$ cat src/rtl/demux_seq_pkg.sv
// Shared types and constants for the demux sequencer.
// Holds the FSM state enum, word bundle and channel search.
package demux_seq_pkg;

  localparam int N_CH   = 4;
  localparam int CH_W   = 2;
  localparam int HOLD_W = 4;

  typedef enum logic [1:0] {
    IDLE  = 2'd0,
    DRIVE = 2'd1,
    DONE  = 2'd2
  } state_e;

  typedef struct packed {
    logic [N_CH-1:0] data;
    logic [N_CH-1:0] mask;
  } word_t;

  // {found, index} of the lowest enabled channel after (or at) from
  function automatic logic [CH_W:0] next_ch(
    input logic [N_CH-1:0] m,
    input logic [CH_W-1:0] from,
    input logic            incl
  );
    logic [CH_W:0] r;
    r = '0;
    for (int i = N_CH - 1; i >= 0; i--) begin
      if (m[i] && (i > int'(from) ||
          (incl && i == int'(from))))
        r = {1'b1, CH_W'(i)};
    end
    return r;
  endfunction

endpackage

$ cat src/rtl/demux_seq_if.sv
// Handshake and demux-drive bundle of the demux sequencer.
// master drives words in; slave is the sequencer.
interface demux_seq_if;
  import demux_seq_pkg::*;

  logic [N_CH-1:0] in_data;
  logic [N_CH-1:0] in_mask;
  logic            in_valid;
  logic            in_ready;
  logic            dmx_a;
  logic [CH_W-1:0] dmx_s;
  logic            frame_start;
  logic            frame_done;
  logic            busy;

  modport master (
    output in_data, in_mask, in_valid,
    input  in_ready, dmx_a, dmx_s,
    input  frame_start, frame_done, busy
  );

  modport slave (
    input  in_data, in_mask, in_valid,
    output in_ready, dmx_a, dmx_s,
    output frame_start, frame_done, busy
  );

endinterface

$ cat src/rtl/demux_seq_buf.sv
// One-entry pending word buffer with push/pop.
// Push and pop never coincide: push needs it empty.
module demux_seq_buf
  import demux_seq_pkg::*;
(
  input  logic  clk,
  input  logic  rst_n,
  input  logic  push,
  input  logic  pop,
  input  word_t push_word,
  output logic  valid,
  output word_t word
);

  always_ff @(posedge clk or negedge rst_n) begin
    if (!rst_n) begin
      valid <= 1'b0;
      word  <= '0;
    end else if (push) begin
      valid <= 1'b1;
      word  <= push_word;
    end else if (pop) begin
      valid <= 1'b0;
    end
  end

endmodule

$ cat src/rtl/demux_sequencer.sv
// Serialises a 4-bit word onto a 1-to-4 demux,
// one enabled channel at a time, HOLD_CYCLES each.
module demux_sequencer
  import demux_seq_pkg::*;
#(
  parameter int HOLD_CYCLES = 1
) (
  input logic        clk,
  input logic        rst_n,
  demux_seq_if.slave bus
);

  localparam logic [HOLD_W-1:0] HOLD_LAST =
    HOLD_W'(HOLD_CYCLES - 1);

  state_e          state;
  word_t           work;
  word_t           pend_w;
  word_t           in_w;
  logic            pend_v;
  logic            push;
  logic            pop;
  logic [CH_W-1:0] chan;
  logic [HOLD_W-1:0] hold_cnt;
  logic            dmx_a_q;
  logic            fs_q;
  logic            fd_q;
  logic [CH_W:0]   first_nx;
  logic [CH_W:0]   adv_nx;

  assign in_w     = {bus.in_data, bus.in_mask};
  assign push     = bus.in_valid && !pend_v;
  assign pop      = pend_v && (state != DRIVE);
  assign first_nx = next_ch(pend_w.mask, '0, 1'b1);
  assign adv_nx   = next_ch(work.mask, chan, 1'b0);

  demux_seq_buf u_buf (
    .clk       (clk),
    .rst_n     (rst_n),
    .push      (push),
    .pop       (pop),
    .push_word (in_w),
    .valid     (pend_v),
    .word      (pend_w)
  );

  always_ff @(posedge clk or negedge rst_n) begin
    if (!rst_n) begin
      state    <= IDLE;
      work     <= '0;
      chan     <= '0;
      hold_cnt <= '0;
      dmx_a_q  <= 1'b0;
      fs_q     <= 1'b0;
      fd_q     <= 1'b0;
    end else begin
      fs_q <= 1'b0;
      fd_q <= 1'b0;
      unique case (state)
        DRIVE: begin
          if (hold_cnt == HOLD_LAST) begin
            hold_cnt <= '0;
            if (adv_nx[CH_W]) begin
              chan    <= adv_nx[CH_W-1:0];
              dmx_a_q <= work.data[adv_nx[CH_W-1:0]];
            end else begin
              state   <= DONE;
              dmx_a_q <= 1'b0;
              fd_q    <= 1'b1;
            end
          end else begin
            hold_cnt <= hold_cnt + 1'b1;
          end
        end
        default: begin
          // IDLE and the tail of DONE both take the next word
          if (pend_v) begin
            work <= pend_w;
            if (first_nx[CH_W]) begin
              state   <= DRIVE;
              chan    <= first_nx[CH_W-1:0];
              dmx_a_q <= pend_w.data[first_nx[CH_W-1:0]];
              fs_q    <= 1'b1;
            end else begin
              state   <= DONE;
              dmx_a_q <= 1'b0;
              fd_q    <= 1'b1;
            end
          end else begin
            state   <= IDLE;
            chan    <= '0;
            dmx_a_q <= 1'b0;
          end
        end
      endcase
    end
  end

  assign bus.in_ready    = !pend_v;
  assign bus.busy        = (state != IDLE) || pend_v;
  assign bus.dmx_s       = chan;
  assign bus.dmx_a       = dmx_a_q;
  assign bus.frame_start = fs_q;
  assign bus.frame_done  = fd_q;

endmodule

$ cat src/flat_wrapper.sv
// flat-port wrapper written by rule: the top's interface ports become plain ports
module demux_sequencer_flat import demux_seq_pkg::*;
#(
  parameter int HOLD_CYCLES = 1
)
  (clk, rst_n, bus_in_data, bus_in_mask, bus_in_valid, bus_in_ready, bus_dmx_a, bus_dmx_s, bus_frame_start, bus_frame_done, bus_busy);
  demux_seq_if bus_i ();
  input logic clk;
  input logic rst_n;
  input wire logic [$bits(bus_i.in_data)-1:0] bus_in_data;
  input wire logic [$bits(bus_i.in_mask)-1:0] bus_in_mask;
  input wire logic [$bits(bus_i.in_valid)-1:0] bus_in_valid;
  output wire logic [$bits(bus_i.in_ready)-1:0] bus_in_ready;
  output wire logic [$bits(bus_i.dmx_a)-1:0] bus_dmx_a;
  output wire logic [$bits(bus_i.dmx_s)-1:0] bus_dmx_s;
  output wire logic [$bits(bus_i.frame_start)-1:0] bus_frame_start;
  output wire logic [$bits(bus_i.frame_done)-1:0] bus_frame_done;
  output wire logic [$bits(bus_i.busy)-1:0] bus_busy;
  assign bus_i.in_data = bus_in_data;
  assign bus_i.in_mask = bus_in_mask;
  assign bus_i.in_valid = bus_in_valid;
  assign bus_in_ready = bus_i.in_ready;
  assign bus_dmx_a = bus_i.dmx_a;
  assign bus_dmx_s = bus_i.dmx_s;
  assign bus_frame_start = bus_i.frame_start;
  assign bus_frame_done = bus_i.frame_done;
  assign bus_busy = bus_i.busy;
  demux_sequencer #(.HOLD_CYCLES(HOLD_CYCLES)) u_core (.clk(clk), .rst_n(rst_n), .bus(bus_i));
endmodule
$ cat config.mk
export PLATFORM = sky130hd
export DESIGN_NAME = demux_sequencer_flat
export DESIGN_NICKNAME = d
export VERILOG_FILES = /design/src/rtl/demux_seq_pkg.sv /design/src/rtl/demux_seq_if.sv /design/src/rtl/demux_seq_buf.sv /design/src/rtl/demux_sequencer.sv /design/src/flat_wrapper.sv
export SDC_FILE = /design/constraint.sdc
export NUM_CORES = 1
export LEC_CHECK = 0
export CORE_MARGIN = 2
export CORE_UTILIZATION = 53
export DETAILED_ROUTE_END_ITERATION = 8
export GPL_TIMING_DRIVEN = 0
export PLACE_DENSITY = 0.81
export REMOVE_ABC_BUFFERS = 1
export SLEW_MARGIN = 0
export SYNTH_ARGS = -nofsm -noshare
export SYNTH_HDL_FRONTEND = slang
export SYNTH_SLANG_ARGS = --single-unit
$ cat constraint.sdc
create_clock -name clk -period 2.1 [get_ports clk]
set_input_delay 0.42 -clock clk [delete_from_list [all_inputs] [get_ports clk]]
set_output_delay 0.42 -clock clk [all_outputs]
set_load 0.02 [all_outputs]
* Yosys cells after proc, flatten, opt, wreduce, memory -nomap -nowiden
Cells that the tools add are included.
** Operators by class
- Add/subtract/negate cells :: 1
- Multipliers :: 0
- Divide/modulo/power cells :: 0
- Magnitude comparators :: 5
- Equality and inequality tests :: 6
- Shifts and indexed selects :: 0
- Multiplexer cells :: 37
- Bitwise gates (word level) :: 1
- Reductions and logical operators :: 13
** Operators with widths (number)
- $mux 3 :: 7
- $mux 2 :: 10
- $mux 1 :: 17
- $lt 2x3->1 const B :: 2
- $ne 2x1->1 const B :: 3
- $logic_and 1x1->1 :: 5
- $add 4x1->4 const B :: 1
- $bmux 1 s2 :: 2
- $gt 2x2->1 const A :: 2
- $logic_not 4->1 :: 1
- $mux 4 :: 1
- $reduce_and 2->1 :: 2
- $reduce_bool 2->1 :: 2
- $ne 3x1->1 const B :: 1
- $reduce_and 3->1 :: 1
- $eq 2x1->1 const B :: 1
- $gt 1x2->1 const A :: 1
- $ne 2x2->1 const B :: 1
- $logic_not 1->1 :: 1
- $logic_or 1x1->1 :: 1
- $not 1->1 :: 1
** Word-level totals
- Flip-flop bits (word level) :: 28
- Latch bits :: 0
- Bits in writable memories :: 0
- ROM bits :: 0
- Input port bits :: 11
- Word-level logic and storage cells :: 74
- Memories kept :: 0

* Depth between registers and ports, before layout
- Depth in word-level cells :: 10
- Mapped depth :: 6
- Mapped depth without buffers :: 6

* Modules after synthesis
From an unflattened synthesis, not the netlist that was laid out.
** Unflattened totals
- Cell total of the unflattened synthesis :: 110
- Area total of the unflattened synthesis :: 1297.5 µm²
** By module, submodules not included
- demux_sequencer :: instances 1, cells an instance 90, area each 928.4 µm², sequential area each 450.4 µm²
- demux_seq_buf :: instances 1, cells an instance 20, area each 369.1 µm², sequential area each 225.2 µm²

* Least setup slack after synthesis
Ideal clock, no wire load.
- Kind :: reg-to-reg
- Start point :: register u_core.chan[1] (netlist: u_core.bus.dmx_s[1])
- End point :: register u_core.chan[0] (netlist: u_core.bus.dmx_s[0])
- Library setup time :: 0.125 ns
- Data arrival time :: 1.477 ns
- Data required time :: 1.975 ns
- Path slack :: 0.498 ns
- Stages on the path, launching flop included :: 7
- Period minus slack after synthesis :: 1.602 ns
- Path through :: dfrtp_1 -> buf_4 -> inv_2 -> a21oi_1 -> o22ai_2 -> o221ai_2 -> mux2_2
** Between the ends
- Word-level cells in the longest chain between the ends :: 8
- Elaborated cells between the ends (all ways) :: 14
- Classes of those cells :: order compare (3); eq/ne (1); mux (6); reduce/logical (4)
** RTL lines
- start, declared :: RTL line demux_sequencer.sv:23 : logic [CH_W-1:0] chan;
- start signal, assigned :: RTL line demux_sequencer.sv:64 : chan <= adv_nx[CH_W-1:0];
- start signal, assigned :: RTL line demux_sequencer.sv:81 : chan <= first_nx[CH_W-1:0];
- $gt 2x2->1 :: RTL line demux_seq_pkg.sv:29 : if (m[i] && (i > int'(from) ||
- $logic_and 1x1->1 :: RTL line demux_seq_pkg.sv:29
- $mux 3 (2 in a row) :: RTL line demux_seq_pkg.sv:29
- $mux 3 (*) :: RTL line demux_seq_pkg.sv:29
- $mux 2 :: RTL line demux_sequencer.sv:63 : if (adv_nx[CH_W]) begin
- $mux 2 :: RTL line demux_sequencer.sv:61 : if (hold_cnt == HOLD_LAST) begin
- $mux 2 :: RTL line demux_sequencer.sv:59 : unique case (state)
Every way passes the cells marked *; elsewhere a longest branch is shown, timed or not. The select of a mux whose other input is x is not followed.
A chain may end at the register's enable or synchronous reset.

* Final worst setup path
- Start point :: register u_core.chan[1] (netlist: u_core.bus.dmx_s[1])
- End point :: output port bus_dmx_s[1]
** RTL lines
- end, declared :: RTL line flat_wrapper.sv:15 : output wire logic [$bits(bus_i.dmx_s)-1:0] bus_dmx_s;
No word-level cell between the ends.

==> run summary <==
leak pwr = 0.641 nW
Area growth syn-to-layout = 18.5%
design area = 0.00153 mm^2
share of layout cells above drive strength 1 = 0.213
Skew-Pair Late Insertion Delay = 0.33 ns
IO Port Bufs = 17
DR vias = 885
reg2reg end = u_core.bus.dmx_s[0]
worst slew pin tran = 0.734 ns
CP max stage delay = 0.67 ns
flop2flop setup slack = 0.30 ns
first drt pass iteration count = 4
reg2reg path depth = 4
clock skew = 0.0110 ns
pin count of the biggest net entering global routing = 28
initial antenna violation count = 0
Tightest Hold Check Type = primary input to asynchronous set/reset pin
Post-Synth XOR/XNOR Area = 0.00680
RSZ-0062 raised after global routing = no
slowest cell on the critical path = clkdlybuf4s50_1
ant diodes = 0
number of fill cells = 197
WS Path Type = flop to output port
fin. max-slew vios = 0
Nets = 141
io pins = 18
startpoint types = flop
Inst Count DP = 150
Slew Limit Headroom = 0.510
row count = 17
min setup slack post-route = 0.117 ns
Hold Fails Final Rpt = 0
Cell Area, Placed = 0.00147 mm^2
synth top area cells = dfrtp_1 (52%), mux2_2 (14%), nand2_1 (2.6%), nand2b_1 (2.4%), ha_1 (1.9%)
number of global-route vias before repair = 820
CP top delay family = buffers and inverters
clock buffer depth = 2
post-route ant nets = 0
Root Buffer = clkbuf_4
global-route wire length before repair = 3820 um
main combinational cell family by area after synthesis = multiplexers
dpl ws = 0.0728 ns
CP Cell Sequence = clkdlybuf4s50_1
clock sink count = 27
synthesized flop and latch total = 27
RePlAce Congestion = 0.875
min Tclk post-route = 1.98 ns
DRC errors left = 0
fmax = 504 MHz
Syn Area/Cell = 11.8 um^2
Worst-path clk slew = 0.14 ns
mux share of post-synthesis cell area = 0.173
Die X = 53.3 um
core outline area = 0.00225 mm^2
Post-CTS Hold Buffers = 0
final WL = 2300 um
Pwr Density = 1460 mW/mm^2
compound-gate portion of the synthesized area = 0.122
DR iter-0 viols = 21
Post-Syn Instances = 109
VDD IR-drop max = 0.984 mV
CP required = 1.68 ns
Main synth FF type = dfrtp_1
Crit Path Max Fanout = 8
sequential area share after synthesis = 0.525
DR vias/cell = 5.71
clock tree from TritonCTS = yes
post-synthesis adder-cell area fraction = 0.0194
GR Util All Layers = 0.190
synthesized cell area = 0.00129 mm^2
final setup TNS = 0 ns
dominant cell type by area after synthesis = dfrtp_1
Initial Util = 0.571
worst path bufs/invs = 1
CP arrival = 1.56 ns
cts bufs inserted = 3
Simple-Gate Fraction of Synth Area = 0.126
crit share post-route = 0.945
status = complete, no violations
post-synthesis cell type count = 33
Synth top area share = 0.525
Wirelength per Cell = 14.8 um
DPL Wire Length = 1660 um
H-tree depth = 1
share of flip-flops with an asynchronous set or reset = 1.00
setup violators final = 0
Post-synth EDFFs = 0
total of max-cap violations = 0
die area = 0.00284 mm^2
GRT overflow = 0
Reg2Reg Launch Point = u_core.state[0]
CP endpoint kind = output port
Yosys Warn Count = 0
Post-Layout Cell Count = 155
Die Span Y = 53.3 um
-- worst max-delay path by stage --
stage               slack, ns                   end                start  cells after the start
finish                   0.12          bus_dmx_s[1]  u_core.bus.dmx_s[1]                      1
global route             0.07          bus_dmx_s[1]  u_core.bus.dmx_s[1]                      1
CTS                      0.12          bus_dmx_s[1]  u_core.bus.dmx_s[1]                      1
detailed placement       0.07  u_core.u_buf.word[4]         bus_in_valid                      3
global placement         0.11  u_core.u_buf.word[2]         bus_in_valid                      3
floorplan                0.51   u_core.bus.dmx_s[0]  u_core.bus.dmx_s[1]                      5
-- layer usage --
layer | wire length [um] | track usage
met1 | 1060 | 0.248
met2 | 1110 | 0.305
met3 | 90 | 0.0339
met4 | 41 | 0.0897
met5 | 0 | 0
-- flip-flops by register name (all words and copies together) (netlist names) --
name and flops:
u_core.hold_cnt 4, u_core.u_buf.valid 1, u_core.state 2, u_core.bus.dmx_s 2, u_core.work 7, u_core.bus.frame_done 1
u_core.bus.dmx_a 1, u_core.u_buf.word 8, u_core.bus.frame_start 1
-- layout make-up --
class	instances	area, um^2	share of cell area
Inverter	4	15.0	0.00984
Tap cell	28	35.0	0.0230
Multi-Input combinational cell	74	577	0.378
Timing Repair Buffer	18	196	0.129
Clock buffer	4	26.3	0.0172
Sequential cell	27	676	0.443
-- through the flow --
stage / util / hold slack (ns) / power [mW]
floorplan: - / 0.124 / 1.68
global placement: 0.653 / 0.451 / 1.98
detailed placement: 0.653 / 0.462 / 2.01
CTS: 0.664 / 0.485 / 2.23
global route: 0.676 / 0.427 / 2.37
finish: 0.676 / 0.397 / 2.22
-- cells by family (layout without fill, tap and decap cells) --
group,after synthesis,after routing
simple gates,31,31
flops,27,27
compound gates,21,21
mux,19,19
buf+inv,8,26
fa+ha+maj,2,2
xor+xnor,1,1
-- cell usage after synthesis (2+ instances only) --
cell	instances
o21ai_0	5
dfrtp_1	27
and2_1	2
nand2b_1	5
inv_1	3
nand2_1	9
nor2_1	6
nor2b_1	3
o22ai_1	3
ha_1	2
clkbuf_1	2
o2111ai_1	2
nor3b_1	2
mux2_2	16
a21oi_1	3
mux2i_1	2
-- what timing repair did --
| item | 4_1_cts | 5_1_grt |
|---|---|---|
| buffers inserted | 0 | 0 |
| resized for setup | 1 | 0 |
| setup endpoints to repair | 1 | 0 |
-- report_power, final --
part	internal, mW	switching [mW]	total (mW)
Combinational	0.557	0.488	1.05
Sequential	0.741	0.211	0.952
Clock	0.0745	0.148	0.222
Total	1.37	0.847	2.22
-- layout by cell type, fill, tap and decap left out, types with 2 or more instances in the layout --
cell              n
clkdlybuf4s50_1  16
nand2_1           9
o2111ai_1         2
ha_1              2
a21oi_1           3
nand2b_1          5
mux2i_1           2
o21ai_0           5
dfrtp_1          27
nor3b_1           2
clkbuf_4          3
o22ai_1           3
mux2_2           16
nor2_1            6
and2_1            2
nor2b_1           3
inv_1             3
(Power assumes the default switching activity.)
